===== src/rtl/multi_deque_pkg.sv =====
// Shared definitions for the multi-channel deque: opcodes and width helpers.
// Optional PEEK_FRONT/PEEK_BACK support is enabled by defining MULTI_DEQUE_PEEK_EN.
package multi_deque_pkg;

  localparam int OP_W = 3;

  typedef enum logic [OP_W-1:0] {
    OP_NOP        = 3'd0,
    OP_PUSH_BACK  = 3'd1,
    OP_PUSH_FRONT = 3'd2,
    OP_POP_FRONT  = 3'd3,
    OP_POP_BACK   = 3'd4,
    OP_PEEK_FRONT = 3'd5,
    OP_PEEK_BACK  = 3'd6,
    OP_RSVD       = 3'd7
  } op_t;

  // Channel-select width; a single channel still gets a 1-bit select.
  function automatic int sel_w(input int n);
    return (n > 1) ? $clog2(n) : 1;
  endfunction

endpackage


===== src/rtl/deque_channel.sv =====
// One double-ended queue: circular buffer with head/tail pointers and a count.
// Strobes arrive pre-qualified (never push when full, never pop when empty).
module deque_channel #(
  parameter int WIDTH = 8,
  parameter int DEPTH = 16
) (
  input  logic             clk,
  input  logic             rst,
  input  logic             push_back_i,
  input  logic             push_front_i,
  input  logic             pop_front_i,
  input  logic             pop_back_i,
  input  logic             rd_back_i,
  input  logic [WIDTH-1:0] data_i,
  output logic [WIDTH-1:0] rd_data_o,
  output logic             empty_o,
  output logic             full_o
);

  localparam int PTR_W = $clog2(DEPTH);
  localparam int CNT_W = $clog2(DEPTH + 1);

  logic [WIDTH-1:0] mem_q [DEPTH];
  logic [PTR_W-1:0] head_q, head_d;
  logic [PTR_W-1:0] tail_q, tail_d;
  logic [PTR_W-1:0] head_m1, tail_m1;
  logic [CNT_W-1:0] count_q, count_d;
  logic             wr_en;
  logic [PTR_W-1:0] wr_addr;

  // Pointers wrap modulo DEPTH through natural overflow of the PTR_W-bit sum.
  assign head_m1 = head_q - PTR_W'(1);
  assign tail_m1 = tail_q - PTR_W'(1);

  always_comb begin
    // NOTE: every output of this block gets a default first, so no path can infer a latch.
    head_d  = head_q;
    tail_d  = tail_q;
    count_d = count_q;
    wr_en   = 1'b0;
    wr_addr = tail_q;
    if (push_back_i) begin
      wr_en   = 1'b1;
      wr_addr = tail_q;
      tail_d  = tail_q + PTR_W'(1);
      count_d = count_q + CNT_W'(1);
    end else if (push_front_i) begin
      wr_en   = 1'b1;
      wr_addr = head_m1;
      head_d  = head_m1;
      count_d = count_q + CNT_W'(1);
    end else if (pop_front_i) begin
      head_d  = head_q + PTR_W'(1);
      count_d = count_q - CNT_W'(1);
    end else if (pop_back_i) begin
      tail_d  = tail_m1;
      count_d = count_q - CNT_W'(1);
    end
  end

  always_ff @(posedge clk) begin
    // NOTE: state registers use non-blocking assignments so all flops update together at the edge.
    if (rst) begin
      head_q  <= '0;
      tail_q  <= '0;
      count_q <= '0;
    end else begin
      head_q  <= head_d;
      tail_q  <= tail_d;
      count_q <= count_d;
    end
  end

  // NOTE: the storage array has no reset; the count alone decides which entries are live.
  always_ff @(posedge clk) begin
    if (wr_en && !rst) mem_q[wr_addr] <= data_i;
  end

  assign rd_data_o = rd_back_i ? mem_q[tail_m1] : mem_q[head_q];
  assign empty_o   = (count_q == '0);
  assign full_o    = (count_q == CNT_W'(DEPTH));

endmodule


===== src/rtl/multi_deque.sv =====
// NUM_CH independent deques behind one op/channel port; registered data_out and pulses.
// Define MULTI_DEQUE_PEEK_EN to accept PEEK_FRONT/PEEK_BACK; otherwise codes 5-7 are rejected.
module multi_deque
  import multi_deque_pkg::*;
#(
  parameter int WIDTH  = 8,
  parameter int DEPTH  = 16,
  parameter int NUM_CH = 2
) (
  input  logic                      clk,
  input  logic                      rst,
  input  logic [OP_W-1:0]           op,
  input  logic [sel_w(NUM_CH)-1:0]  ch_sel,
  input  logic [WIDTH-1:0]          data_in,
  output logic [WIDTH-1:0]          data_out,
  output logic                      out_valid,
  output logic                      err,
  output logic [NUM_CH-1:0]         empty,
  output logic [NUM_CH-1:0]         full
);

  localparam int CH_W = sel_w(NUM_CH);

  logic             is_push_back, is_push_front, is_pop_front, is_pop_back, is_peek;
  logic             rd_back, bad_op, is_nop;
  logic             need_space, need_data, is_read;
  logic             ch_ok, reject, accept;
  logic [CH_W-1:0]  ch_idx;
  logic [WIDTH-1:0] rd_data [NUM_CH];

  logic [WIDTH-1:0] data_out_q;
  logic             out_valid_q, err_q;

  always_comb begin
    is_push_back  = 1'b0;
    is_push_front = 1'b0;
    is_pop_front  = 1'b0;
    is_pop_back   = 1'b0;
    is_peek       = 1'b0;
    rd_back       = 1'b0;
    bad_op        = 1'b0;
    is_nop        = 1'b0;
    case (op_t'(op))
      OP_NOP:        is_nop        = 1'b1;
      OP_PUSH_BACK:  is_push_back  = 1'b1;
      OP_PUSH_FRONT: is_push_front = 1'b1;
      OP_POP_FRONT:  is_pop_front  = 1'b1;
      OP_POP_BACK: begin
        is_pop_back = 1'b1;
        rd_back     = 1'b1;
      end
`ifdef MULTI_DEQUE_PEEK_EN
      OP_PEEK_FRONT: is_peek = 1'b1;
      OP_PEEK_BACK: begin
        is_peek = 1'b1;
        rd_back = 1'b1;
      end
`endif
      default:       bad_op = 1'b1;
    endcase
  end

  // Out-of-range channels are steered to channel 0 for lookups but always rejected.
  assign ch_ok  = (int'(ch_sel) < NUM_CH);
  assign ch_idx = ch_ok ? ch_sel : '0;

  assign need_space = is_push_back | is_push_front;
  assign is_read    = is_pop_front | is_pop_back | is_peek;
  assign need_data  = is_read;
  assign reject     = bad_op
                    | (!ch_ok && !is_nop)
                    | (need_space && full[ch_idx])
                    | (need_data  && empty[ch_idx]);
  assign accept     = !reject;

  for (genvar i = 0; i < NUM_CH; i++) begin : g_ch
    logic hit;
    assign hit = accept && (ch_idx == CH_W'(i));

    deque_channel #(
      .WIDTH (WIDTH),
      .DEPTH (DEPTH)
    ) u_ch (
      .clk          (clk),
      .rst          (rst),
      .push_back_i  (hit && is_push_back),
      .push_front_i (hit && is_push_front),
      .pop_front_i  (hit && is_pop_front),
      .pop_back_i   (hit && is_pop_back),
      .rd_back_i    (rd_back),
      .data_i       (data_in),
      .rd_data_o    (rd_data[i]),
      .empty_o      (empty[i]),
      .full_o       (full[i])
    );
  end

  always_ff @(posedge clk) begin
    if (rst) begin
      data_out_q  <= '0;
      out_valid_q <= 1'b0;
      err_q       <= 1'b0;
    end else begin
      err_q       <= reject;
      out_valid_q <= accept && is_read;
      if (accept && is_read) data_out_q <= rd_data[ch_idx];
    end
  end

  assign data_out  = data_out_q;
  assign out_valid = out_valid_q;
  assign err       = err_q;

endmodule


===== config.mk =====
export PLATFORM = sky130hd
export DESIGN_NAME = multi_deque
export DESIGN_NICKNAME = d
export VERILOG_FILES = /design/src/rtl/multi_deque_pkg.sv /design/src/rtl/deque_channel.sv /design/src/rtl/multi_deque.sv
export SDC_FILE = /design/constraint.sdc
export NUM_CORES = 1
export LEC_CHECK = 0
export ABC_AREA = 1
export CORE_UTILIZATION = 60
export CTS_CLUSTER_SIZE = 40
export DETAILED_ROUTE_END_ITERATION = 10
export PLACE_DENSITY = 0.77
export SYNTH_ARGS = -nofsm -noshare
export SYNTH_HDL_FRONTEND = slang
export SYNTH_SLANG_ARGS = --single-unit

===== constraint.sdc =====
create_clock -name clk -period 3.15 [get_ports clk]
set_input_delay 0.945 -clock clk [delete_from_list [all_inputs] [get_ports clk]]
set_output_delay 0.945 -clock clk [all_outputs]
set_load 0.01 [all_outputs]

# ---- After elaboration in Yosys (flattened, before gate mapping)
# Memories as Yosys holds them, arrays and structs flattened. A register that Yosys moved wholly into a read port is not among the register bits.
# Cells that the tools add are included.
# Widths: inputs -> output; s select.
dict set report totals {
  reg_bits 36
  mem_bits_rw 256
  inputBits 14
  output_inout_bits 14
  elab_cells 124
  memories 2
}
dict set report classes {
  n_addsub 12
  order_cmp 2
  eq_ne 10
  mux 50
  bitwise_logic 8
  reduce_logical 31
}
# name depth width read_ports rd_ports_with_merged_regs write_ports line
set memory_table {}
lappend memory_table {{g_ch[0].u_ch.mem_q} 16 8 2 1 1 deque_channel.sv:23} ;# logic [WIDTH-1:0] mem_q [DEPTH];
lappend memory_table {{g_ch[1].u_ch.mem_q} 16 8 2 1 1 deque_channel.sv:23}
# cell count
set op_table {}
lappend op_table {{$mux 4} 20}
lappend op_table {{$mux 5} 8}
lappend op_table {{$mux 8} 5}
lappend op_table {{$mux 1} 17}
lappend op_table {{$add 4x1->4 const B} 4}
lappend op_table {{$sub 4x1->4 const B} 4}
lappend op_table {{$logic_and 1x1->1} 15}
lappend op_table {{$add 5x1->5 const B} 2}
lappend op_table {{$eq 5x5->1 const B} 2}
lappend op_table {{$logic_not 5->1} 2}
lappend op_table {{$sub 5x1->5 const B} 2}
lappend op_table {{$ne 2x1->1 const B} 4}
lappend op_table {{$reduce_bool 2->1} 4}
lappend op_table {{$reduce_bool 4->1} 2}
lappend op_table {{$eq 3x2->1 const B} 2}
lappend op_table {{$reduce_and 3->1} 2}
lappend op_table {{$reduce_or 5->1} 1}
lappend op_table {{$or 1x1->1} 4}
lappend op_table {{$reduce_and 2->1} 2}
lappend op_table {{$eq 3x1->1 const B} 1}
lappend op_table {{$eq 3x3->1 const B} 1}
lappend op_table {{$logic_not 3->1} 1}
lappend op_table {{$not 1->1} 3}
lappend op_table {{$ge 2x2->1 const B} 1}
lappend op_table {{other kinds (3)} 4}

# ---- Logic depth before layout (Yosys ltp)
# Gate-level depths: netlist of the first run.
dict set report depth {
  ltp_word 14
  depth_mapped 15
  depth_no_buf 13
}

# ---- By module
# Synthesis of the first run repeated with hierarchy kept, for this count alone.
dict set report unflattened {
  hier_cells 2122
  area_unflattened_um2 16629.7
}
# mod instances cells_per_inst area_per_inst_um2 seq_area_each_um2
set modules_own_cells {}
lappend modules_own_cells {{deque_channel (g_ch[1].u_ch)} 1 1001 8002.7 4184.0}
lappend modules_own_cells {{deque_channel (g_ch[0].u_ch)} 1 997 7913.8 4184.0}
lappend modules_own_cells {multi_deque 1 124 713.2 200.2}

# ---- Least setup slack after synthesis of the first run
# No wires, ideal clock.
dict set report synth_timing {
  kind {input to register}
  start {in ch_sel}
  end {mem g_ch[1].u_ch.mem_q[3][0], enable pin}
  setup_ns 0.370
  t_arrival_ns 2.530
  t_required_ns 2.780
  slack_ns 0.250
  path_stages 11
  n_path_buf 2
  path_cell_list {buf_2 > inv_2 > nand2_1 > nand3_4 > nand2_4 > nor2_8 > nand3_4 > buf_6 > o21ai_4 > nand3_2 > nor2_1}
}
dict set report synth_via {
  elab_chain_cells 13
  word_cells_on_any_way 19
  cone_classes {mux (10); bitwise (2); reduce/logical (7)}
}
# element line
set synth_rtl {}
lappend synth_rtl {{start, declared} multi_deque.sv:13} ;# input logic [sel_w(NUM_CH)-1:0] ch_sel,
lappend synth_rtl {{$mux 1 (not written as such) (2 in series)} multi_deque.sv:72} ;# | (need_space && full[ch_idx])
lappend synth_rtl {{$logic_and 1x1->1} multi_deque.sv:72}
lappend synth_rtl {{$or 1x1->1} multi_deque.sv:72}
lappend synth_rtl {{$or 1x1->1} multi_deque.sv:73} ;# | (need_data && empty[ch_idx]);
lappend synth_rtl {{$logic_not 1->1} multi_deque.sv:74} ;# assign accept = !reject;
lappend synth_rtl {{$logic_and 1x1->1 (*)} multi_deque.sv:78} ;# assign hit = accept && (ch_idx == CH_W'(i));
lappend synth_rtl {{$logic_and 1x1->1} multi_deque.sv:87} ;# .push_front_i (hit && is_push_front),
lappend synth_rtl {{$mux 1} deque_channel.sv:47} ;# end else if (push_front_i) begin
lappend synth_rtl {{$mux 1} deque_channel.sv:42} ;# if (push_back_i) begin
lappend synth_rtl {{$logic_and 1x1->1} deque_channel.sv:76} ;# if (wr_en && !rst) mem_q[wr_addr] <= data_i;
lappend synth_rtl {{$mux 1} deque_channel.sv:76}
lappend synth_rtl {{$mux 1 (not written as such)} deque_channel.sv:76}
lappend synth_rtl {{end, declared} deque_channel.sv:23}
# Every way passes the cells marked *; elsewhere a longest branch is shown, timed or not. The select of a mux whose other input is x is not followed.

# ---- Worst setup path in the final report of the first run
dict set report layout_timing {
  start {reg g_ch[1].u_ch.count_q[0]}
  end {out full[1]}
}
dict set report layout_via {
  elab_chain_cells 1
}
# element line
set layout_rtl {}
lappend layout_rtl {{start, declared} deque_channel.sv:27} ;# logic [CNT_W-1:0] count_q, count_d;
lappend layout_rtl {{start signal, assigned} deque_channel.sv:70} ;# count_q <= count_d;
lappend layout_rtl {{$eq 5x5->1} deque_channel.sv:81} ;# assign full_o = (count_q == CNT_W'(DEPTH));
lappend layout_rtl {{end, declared} multi_deque.sv:19} ;# output logic [NUM_CH-1:0] full
# Every way passes these cells.

==> summary.txt, run 1 <==
Die
  – Initial Utilization: 61.7%
  – Die ar.: roughly 27000 µm²
  – Row count: 58
  – Die width: 164 µm
  – Placeable Area: roughly 25000 µm²
  – Die height: about 160 µm
  – I/O pin count: 28

Global routing
  – Top Usage Layer GRT: met2
  – Initial antenna violation count: 1
  – GRT Util Overall: 33.3%
  – Vias in the first global route: 12400
  – First-pass GRT wire length: 67.1 mm
  – GR Overflow Total: 0
  – Largest net degree at the start of global routing: 131
  – Global-route track usage on met1: 42.1%
  – Met3 Use GR: 4.57%
  – Met2 Usage GRT: between 50% and 60%

STA
  – Fin crit period: 2.91 ns
  – Slew margin rel.: between 10% and 20%
  – Max frequency: 0.344 GHz
  – Worst hold slack: between 0.5 and 0.6 ns
  – Tightest Pin Transition: around 1.2 ns
  – Slew Limit Fails: 0
  – Clk_skew: 0.0333 ns
  – Hold Violations, Final: 0
  – Final Cycle Share: a little over 90%
  – Final setup fails: 0
  – Unrepaired setup endpoints after global routing: false

Setup path
  – Reg2Reg Launch Point: g_ch[1].u_ch.count_q[0]
  – Flop2flop setup slack: 0.52 ns
  – Worst path arrival time: 1.97 ns
  – Worst setup startpoint: g_ch[1].u_ch.count_q[0]
  – CP Launch Type: flop
  – Crit. End Element: output pin
  – Crit Path Class: flop to output pin
  – CP max stage delay: 0.47 ns
  – CP max stage cell: clkdlybuf4s50_1
  – Reg2reg end: g_ch[1].u_ch.mem_q[4][1]
  – Most used cell, CP: inv_1
  – Worst Path Required: 2.20 ns
  – CP Max Fanout: 6
  – Worst R2R Path Depth: 12
  – CP cell instances: inv_1 -> ha_1 -> nand3_1 -> inv_1 -> clkdlybuf4s50_1

Power
  – Sw power: 2.30 mW
  – Int Pwr: approximately 7 mW
  – Sw frac: between 20% and 30%
  – LEAKAGE: 6.64 nW
  – Worst VDD drop: 0.785 mV
  – Pwr/cell area: ~510 nW/µm²
  – Seq pwr share: a little under 50%
  – Clock Power Share: 39.2%
  – Combinational group share of total power: 12.4%
  – Power, Total: roughly 9.1 mW

Synthesis
  – Avg Cell Area, Syn: 9.14 µm²
  – Cell variety after synth: 39
  – Yosys warns: 0
  – Yosys reg bits: 300
  – Syn_nets: 1741
  – Netlist Area Pre-Place: 15700 µm²
  – Seq/Total Area, Yosys: 54.7%
  – Synthesized instance count: between 1500 and 2000

Cells and area
  – Nets: 1782
  – Number of fill cells: 1915
  – # diodes: 0
  – Area growth, synth to finish: 12.9%
  – Share of layout cells above drive strength 1: between 10% and 20%
  – Post-Layout Inst Area: 17700 µm²

Flow run
  – Max-cap viol count: 0

Clock tree
  – Clk root buf: clkbuf_16
  – Clk slew on worst S/H paths: 0.06 ns
  – Hold buffer count at cts: 0
  – Post-CTS Setup Repair Bufs: 0
  – Longest Clk Path Bufs: 3
  – Clock sinks: 300
  – Clk Latency, worst-skew pair: 0.58 ns
  – # H-tree levels: 1
  – Num CTS Buffers: 31
  – Post_cts resized: 0
  – TritonCTS clock tree: done

Hold path
  – Hold Crit Class: flop to flop
  – Worst hold stages: 1
  – Hold endpoint: g_ch[0].u_ch.count_q[0]
  – Worst hold start: g_ch[0].u_ch.count_q[0]

Placed design
  – Placed cell areas: 16700 µm²
  – Placer congestion estimate: 1.00
  – Hpwl dp: 29.3 mm
  – # port buffers: 27

Route
  – DRT iter0 DRCs: around 1800
  – Via count: ~13000
  – Antenna viol nets, final: 0
  – Vias per inst: 6.21
  – Drt total wl: 44.1 mm
  – Initial DRT Pass Iterations: 6
  – Wire per inst: 20.9 µm
  – Final routed DRC violation total: 0

Run status
  – Outcome: finished, final reports clean
state kept, by name, indices dropped and copies added (netlist names), named ones only:
signal	cells
err	1
out_valid	1
g_ch.u_ch.count_q	10
g_ch.u_ch.head_q	8
data_out	8
g_ch.u_ch.mem_q	256
g_ch.u_ch.tail_q	8
area by class of cell:
class | instances | area, µm² | area share (%)
inverter | 205 | 772 | 4.37
clock buffer | 44 | 835 | 4.72
sequential | 300 | 8580 | 48.5
timing repair buffer | 123 | 1120 | 6.31
clock inverter | 13 | 146 | 0.828
multi-input combinational | 1093 | 5820 | 32.9
tap | 330 | 413 | 2.33
per-stage QoR:
step	TNS [ns]	util [%]	setup slack, ns	instances
finish	0	69.6	0.239	2108
global route	0	69.6	0.161	2108
CTS	0	69.6	0.219	2108
detailed placement	-40.32	65.8	-0.215	2051
global placement	-23.33	65.8	-0.142	2051
floorplan	0	-	0.250	1713
cell usage after synthesis:
cell | count | area, µm²
edfxtp_1 | 256 | 7690
ha_1 | 14 | 175
o21ai_4 | 5 | 81.3
dfxtp_1 | 44 | 881
a21oi_1 | 211 | 1060
nand2_4 | 2 | 22.5
xor2_1 | 17 | 149
o21a_1 | 8 | 60.1
xnor2_1 | 7 | 61.3
inv_2 | 7 | 26.3
nand2_1 | 178 | 668
buf_1 | 20 | 75.1
nor2_4 | 2 | 22.5
inv_1 | 194 | 728
xnor2_2 | 1 | 16.3
nand3_2 | 12 | 120
nand4_1 | 2 | 12.5
clkbuf_1 | 70 | 263
nand3b_1 | 1 | 7.51
clkbuf_2 | 1 | 5.00
o21ai_2 | 4 | 35.0
buf_4 | 5 | 37.5
inv_4 | 1 | 6.26
nand3_4 | 3 | 52.6
nor3_1 | 3 | 15.0
o21ai_1 | 12 | 60.1
buf_6 | 4 | 45.0
xor2_2 | 2 | 32.5
nand3_1 | 255 | 1280
nand2_2 | 6 | 37.5
clkinv_1 | 3 | 11.3
nor2_1 | 67 | 251
nor2_8 | 1 | 20.0
o21ai_0 | 209 | 1050
nor2_2 | 5 | 31.3
o211ai_1 | 64 | 480
buf_2 | 15 | 75.1
nand4_4 | 1 | 21.3
or2_2 | 1 | 6.26
kinds of logic after synthesis:
family | after synthesis | share of synthesized area (%)
AOI/OAI and AO/OA | 513 | 18.0
xor gates and xnor gates | 27 | 1.65
adders and majority gates | 14 | 1.12
buffers and inverters | 320 | 8.13
DFF | 300 | 54.7
and+or+nand+nor | 539 | 16.4
power by group through the flow:
stage	combinational [mW]	clock [mW]	sequential [mW]
2_1_floorplan	0.703	0	4.45
3_3_place_gp	1.08	0	4.47
3_5_place_dp	1.09	0	4.48
4_1_cts	1.10	3.60	4.39
5_1_grt	1.21	3.73	4.40
6_report	1.13	3.57	4.39
cell usage in the layout, fill, tap and decap left out, drive strengths merged:
master,synthesis,routed
ha,14,14
xor2,19,19
edfxtp,256,256
clkbuf,71,44
dfxtp,44,44
clkinv,3,11
clkdlybuf4s50,0,27
nand2,186,186
a21oi,211,211
nand4,3,3
nor2,75,75
xnor2,8,8
or2,1,1
o21a,8,8
nand3,270,270
inv,202,203
o211ai,64,64
buf,44,96
nor3,3,3
clkinvlp,0,1
bufinv,0,3
o21ai,230,230
nand3b,1,1
critical path: cells and delay by family (launching register included):
family / cells / cell delay (ns)
and+or+nand+nor: 1 / 0.12
DFF: 1 / 0.42
adders and majority gates: 1 / 0.22
buffers and inverters: 3 / 0.61
worst max path at each step:
stage / endpoint / slack [ns] / depth (start not counted)
4_1_cts: full[1] / 0.22 / 5
5_1_grt: full[1] / 0.16 / 5
3_5_place_dp: g_ch[0].u_ch.mem_q[1][0] / -0.22 / 13
3_3_place_gp: g_ch[0].u_ch.mem_q[6][2] / -0.14 / 13
6_report: full[1] / 0.24 / 5
2_1_floorplan: g_ch[1].u_ch.mem_q[3][0] / 0.25 / 11
metal layers:
layer | part of all wire, % | vias up
met4 | 4.9 | 0
met3 | 8.9 | 149
met2 | 49 | 724
met5 | 0 | -
met1 | 37 | 6142
li1 | - | 6078
(Power assumes the default switching activity.)
==> run 2, diff against run 1 <==
==> constraint.sdc (replaced) <==
create_clock -name clk -period 3.15 [get_ports clk]
set_input_delay 0.945 -clock clk [delete_from_list [all_inputs] [get_ports clk]]
set_output_delay 0.945 -clock clk [all_outputs]
set_load 0.005 [all_outputs]
==> results of run 2 <==
Same layout as run 1 (identical final DEF). Status: finished, final reports clean.
Main changes from that run: setup slack after layout 0.239 ns -> 0.272 ns
==> run 3, diff against run 2 <==
--- a/config.mk
+++ b/config.mk
@@ -10,6 +10,7 @@
 export CTS_CLUSTER_SIZE = 40
 export DETAILED_ROUTE_END_ITERATION = 10
 export PLACE_DENSITY = 0.77
+export SLEW_MARGIN = 20
 export SYNTH_ARGS = -nofsm -noshare
 export SYNTH_HDL_FRONTEND = slang
 export SYNTH_SLANG_ARGS = --single-unit
==> summary.txt, run 3 (synthesis results as in run 1) <==
Die
  – Row count: 58 (unchanged)
  – Die ar.: 26700 µm² (unchanged)
  – Initial Utilization: 61.7% (unchanged)
  – Die width: 164 µm (unchanged)
  – Die height: 164 µm (unchanged)
  – Placeable Area: 25400 µm² (unchanged)
  – I/O pin count: 28 (unchanged)

STA
  – Fin crit period: 2.88 ns
  – Max frequency: 0.347 GHz
  – Setup TNS: 0 ns (unchanged)
  – Worst hold slack: 0.503 ns (unchanged)
  – Clk_skew: 0.0334 ns (+0.000115 ns)
  – Final WS setup: around 0.27 ns
  – Slew margin rel.: 40.3% (+21 points)
  – Unrepaired setup endpoints after global routing: false
  – Final setup fails: 0 (unchanged)
  – Final Cycle Share: between 90% and 100%
  – Slew Limit Fails: 0 (unchanged)
  – Tightest Pin Transition: 0.894 ns (-0.315 ns)
  – Hold Violations, Final: 0 (unchanged)

Global routing
  – Largest net degree at the start of global routing: 131 (unchanged)
  – Vias in the first global route: 12400 (unchanged)
  – GRT Util Overall: 33.3% (unchanged)
  – First-pass GRT wire length: 67.1 mm (unchanged)
  – GR Overflow Total: 0 (unchanged)
  – Initial antenna violation count: 1 (unchanged)

Cells and area
  – Share of layout cells above drive strength 1: 11.1% (+0.056 points)
  – # diodes: 0 (unchanged)
  – Most common library cell in the layout ignoring fill and taps: edfxtp_1
  – Most frequent cells in the layout: edfxtp_1, nand3_1, a21oi_1
  – Area growth, synth to finish: 12.9% (unchanged)
  – Biggest register: g_ch.u_ch.mem_q
  – Max FFs per register: 256 (unchanged)
  – Non-Filler Instances: 2108 (unchanged)
  – Number of fill cells: 1915 (unchanged)
  – Nets: 1782 (unchanged)
  – Top Registers: g_ch.u_ch.mem_q: 256 flops, g_ch.u_ch.count_q: 10 flops

Setup path
  – Crit path to: full[1]
  – WP buf/inv: 3 (unchanged)
  – CP max stage cell: clkdlybuf4s50_1
  – Flop2flop setup slack: 0.52 ns (about the same)
  – CP top delay family: buffers and inverters
  – Crit Path Class: flop to output pin
  – Worst Path Required: 2.20 ns (about the same)
  – Worst path arrival time: 1.93 ns
  – Crit. End Element: output pin
  – CP cell instances: inv_1 -> ha_1 -> nand3_1 -> inv_1 -> clkdlybuf4s50_1
  – CP max stage delay: 0.44 ns
  – Reg2Reg Launch Point: g_ch[1].u_ch.count_q[0]
  – Most used cell, CP: inv_1
  – Worst R2R Path Depth: 12 (unchanged)
  – CP Launch Type: flop
  – Reg2reg end: g_ch[1].u_ch.mem_q[4][1]
  – WP depth: 5 (unchanged)
  – CP Max Fanout: 6 (unchanged)
  – Worst setup startpoint: g_ch[1].u_ch.count_q[0]

Placed design
  – # port buffers: 27 (unchanged)
  – Setup WS pre-CTS: -0.215 ns (unchanged)
  – Placer congestion estimate: 1.00 (unchanged)
  – Hpwl dp: 29.3 mm (unchanged)
  – Cells after DPL: 2051 (unchanged)

Run status
  – Outcome: finished, final reports clean

Route
  – Wire per inst: 20.9 µm (about the same)
  – Drt total wl: 44.1 mm (about the same)
  – Via count: 13100 (-0.069%)
  – Final routed DRC violation total: 0 (unchanged)
  – DRT iter0 DRCs: 1834 (unchanged)
  – Initial DRT Pass Iterations: 6 (unchanged)
  – Antenna viol nets, final: 0 (unchanged)
  – Vias per inst: 6.21 (about the same)

Power
  – Int Pwr: 6.80 mW
  – Seq pwr share: 48.3% (about the same)
  – LEAKAGE: 6.64 nW (about the same)
  – Worst VDD drop: 0.785 mV (about the same)
  – Power, Total: 9.09 mW
  – Clock Power Share: between 30% and 40%
  – Pwr/cell area: between 500 and 600 nW/µm²
  – Combinational group share of total power: 12.4% (about the same)
  – Sw power: 2.29 mW
  – Sw frac: 25.2%

Clock tree
  – Post_cts resized: 0 (unchanged)
  – Post-CTS Setup Repair Bufs: 0 (unchanged)
  – # H-tree levels: 1 (unchanged)
  – Clk Latency, worst-skew pair: 0.58 ns (about the same)
  – TritonCTS clock tree: done
  – Hold buffer count at cts: 0 (unchanged)
  – Clk slew on worst S/H paths: 0.06 ns (about the same)
  – Longest Clk Path Bufs: 3 (unchanged)
  – Clk root buf: clkbuf_16
  – Clock sinks: 300 (unchanged)
  – Num CTS Buffers: 31 (unchanged)

Flow run
  – Max-cap viol count: 0 (unchanged)

Hold path
  – Hold Crit Class: flop to flop
run 3: how the worst min path moves through the flow:
stage | from | endpoint | slack (ns) | cells after the start
2_1_floorplan | g_ch[0].u_ch.count_q[0] | g_ch[0].u_ch.count_q[0] | 0.46 | 1
3_3_place_gp | g_ch[0].u_ch.count_q[0] | g_ch[0].u_ch.count_q[0] | 0.48 | 1
3_5_place_dp | g_ch[0].u_ch.count_q[0] | g_ch[0].u_ch.count_q[0] | 0.50 | 1
4_1_cts | g_ch[0].u_ch.count_q[0] | g_ch[0].u_ch.count_q[0] | 0.50 | 1
5_1_grt | g_ch[0].u_ch.count_q[0] | g_ch[0].u_ch.count_q[0] | 0.52 | 1
6_report | g_ch[0].u_ch.count_q[0] | g_ch[0].u_ch.count_q[0] | 0.50 | 1
run 3: through the flow:
step                cell area (µm²)  utilization (%)
floorplan                     15700                -
global placement              16700             65.8
detailed placement            16700             65.8
CTS                           17700             69.6
global route                  17700             69.6
finish                        17700             69.6
run 3: metal layers:
layer	wire [µm]	global-route usage [%]
met4	2180	16.8
met3	3920	4.57
met2	21600	56.1
met1	16500	42.1
met5	0	0
run 3: power by group through the flow:
| stage | Sequential, mW | Combinational, mW | Clock [mW] |
|---|---|---|---|
| final | 4.39 | 1.12 | 3.57 |
| after global routing | 4.40 | 1.21 | 3.73 |
| after CTS | 4.39 | 1.10 | 3.60 |
| after detailed placement | 4.48 | 1.09 | 0 |
| after global placement | 4.47 | 1.07 | 0 |
| after floorplan | 4.45 | 0.699 | 0 |
run 3: worst reg2reg max path: cells and delay by family (launching register included):
kind	cells	cell delay, ns
AND/OR/NAND/NOR	8	1.14
flip-flops	1	0.42
buffers and inverters	2	0.30
AO/OA/AOI/OAI	1	0.25
adder cells (fa/ha/maj)	1	0.22
run 3: layout make-up:
class	instances	area (µm²)	area share [%]
multi-input cells	1093	5820	32.9
clock buffers	44	835	4.72
well taps	330	413	2.33
repair buffers	123	1120	6.31
flip-flops and latches	300	8580	48.5
clock inverters	13	146	0.828
inverters	205	772	4.37
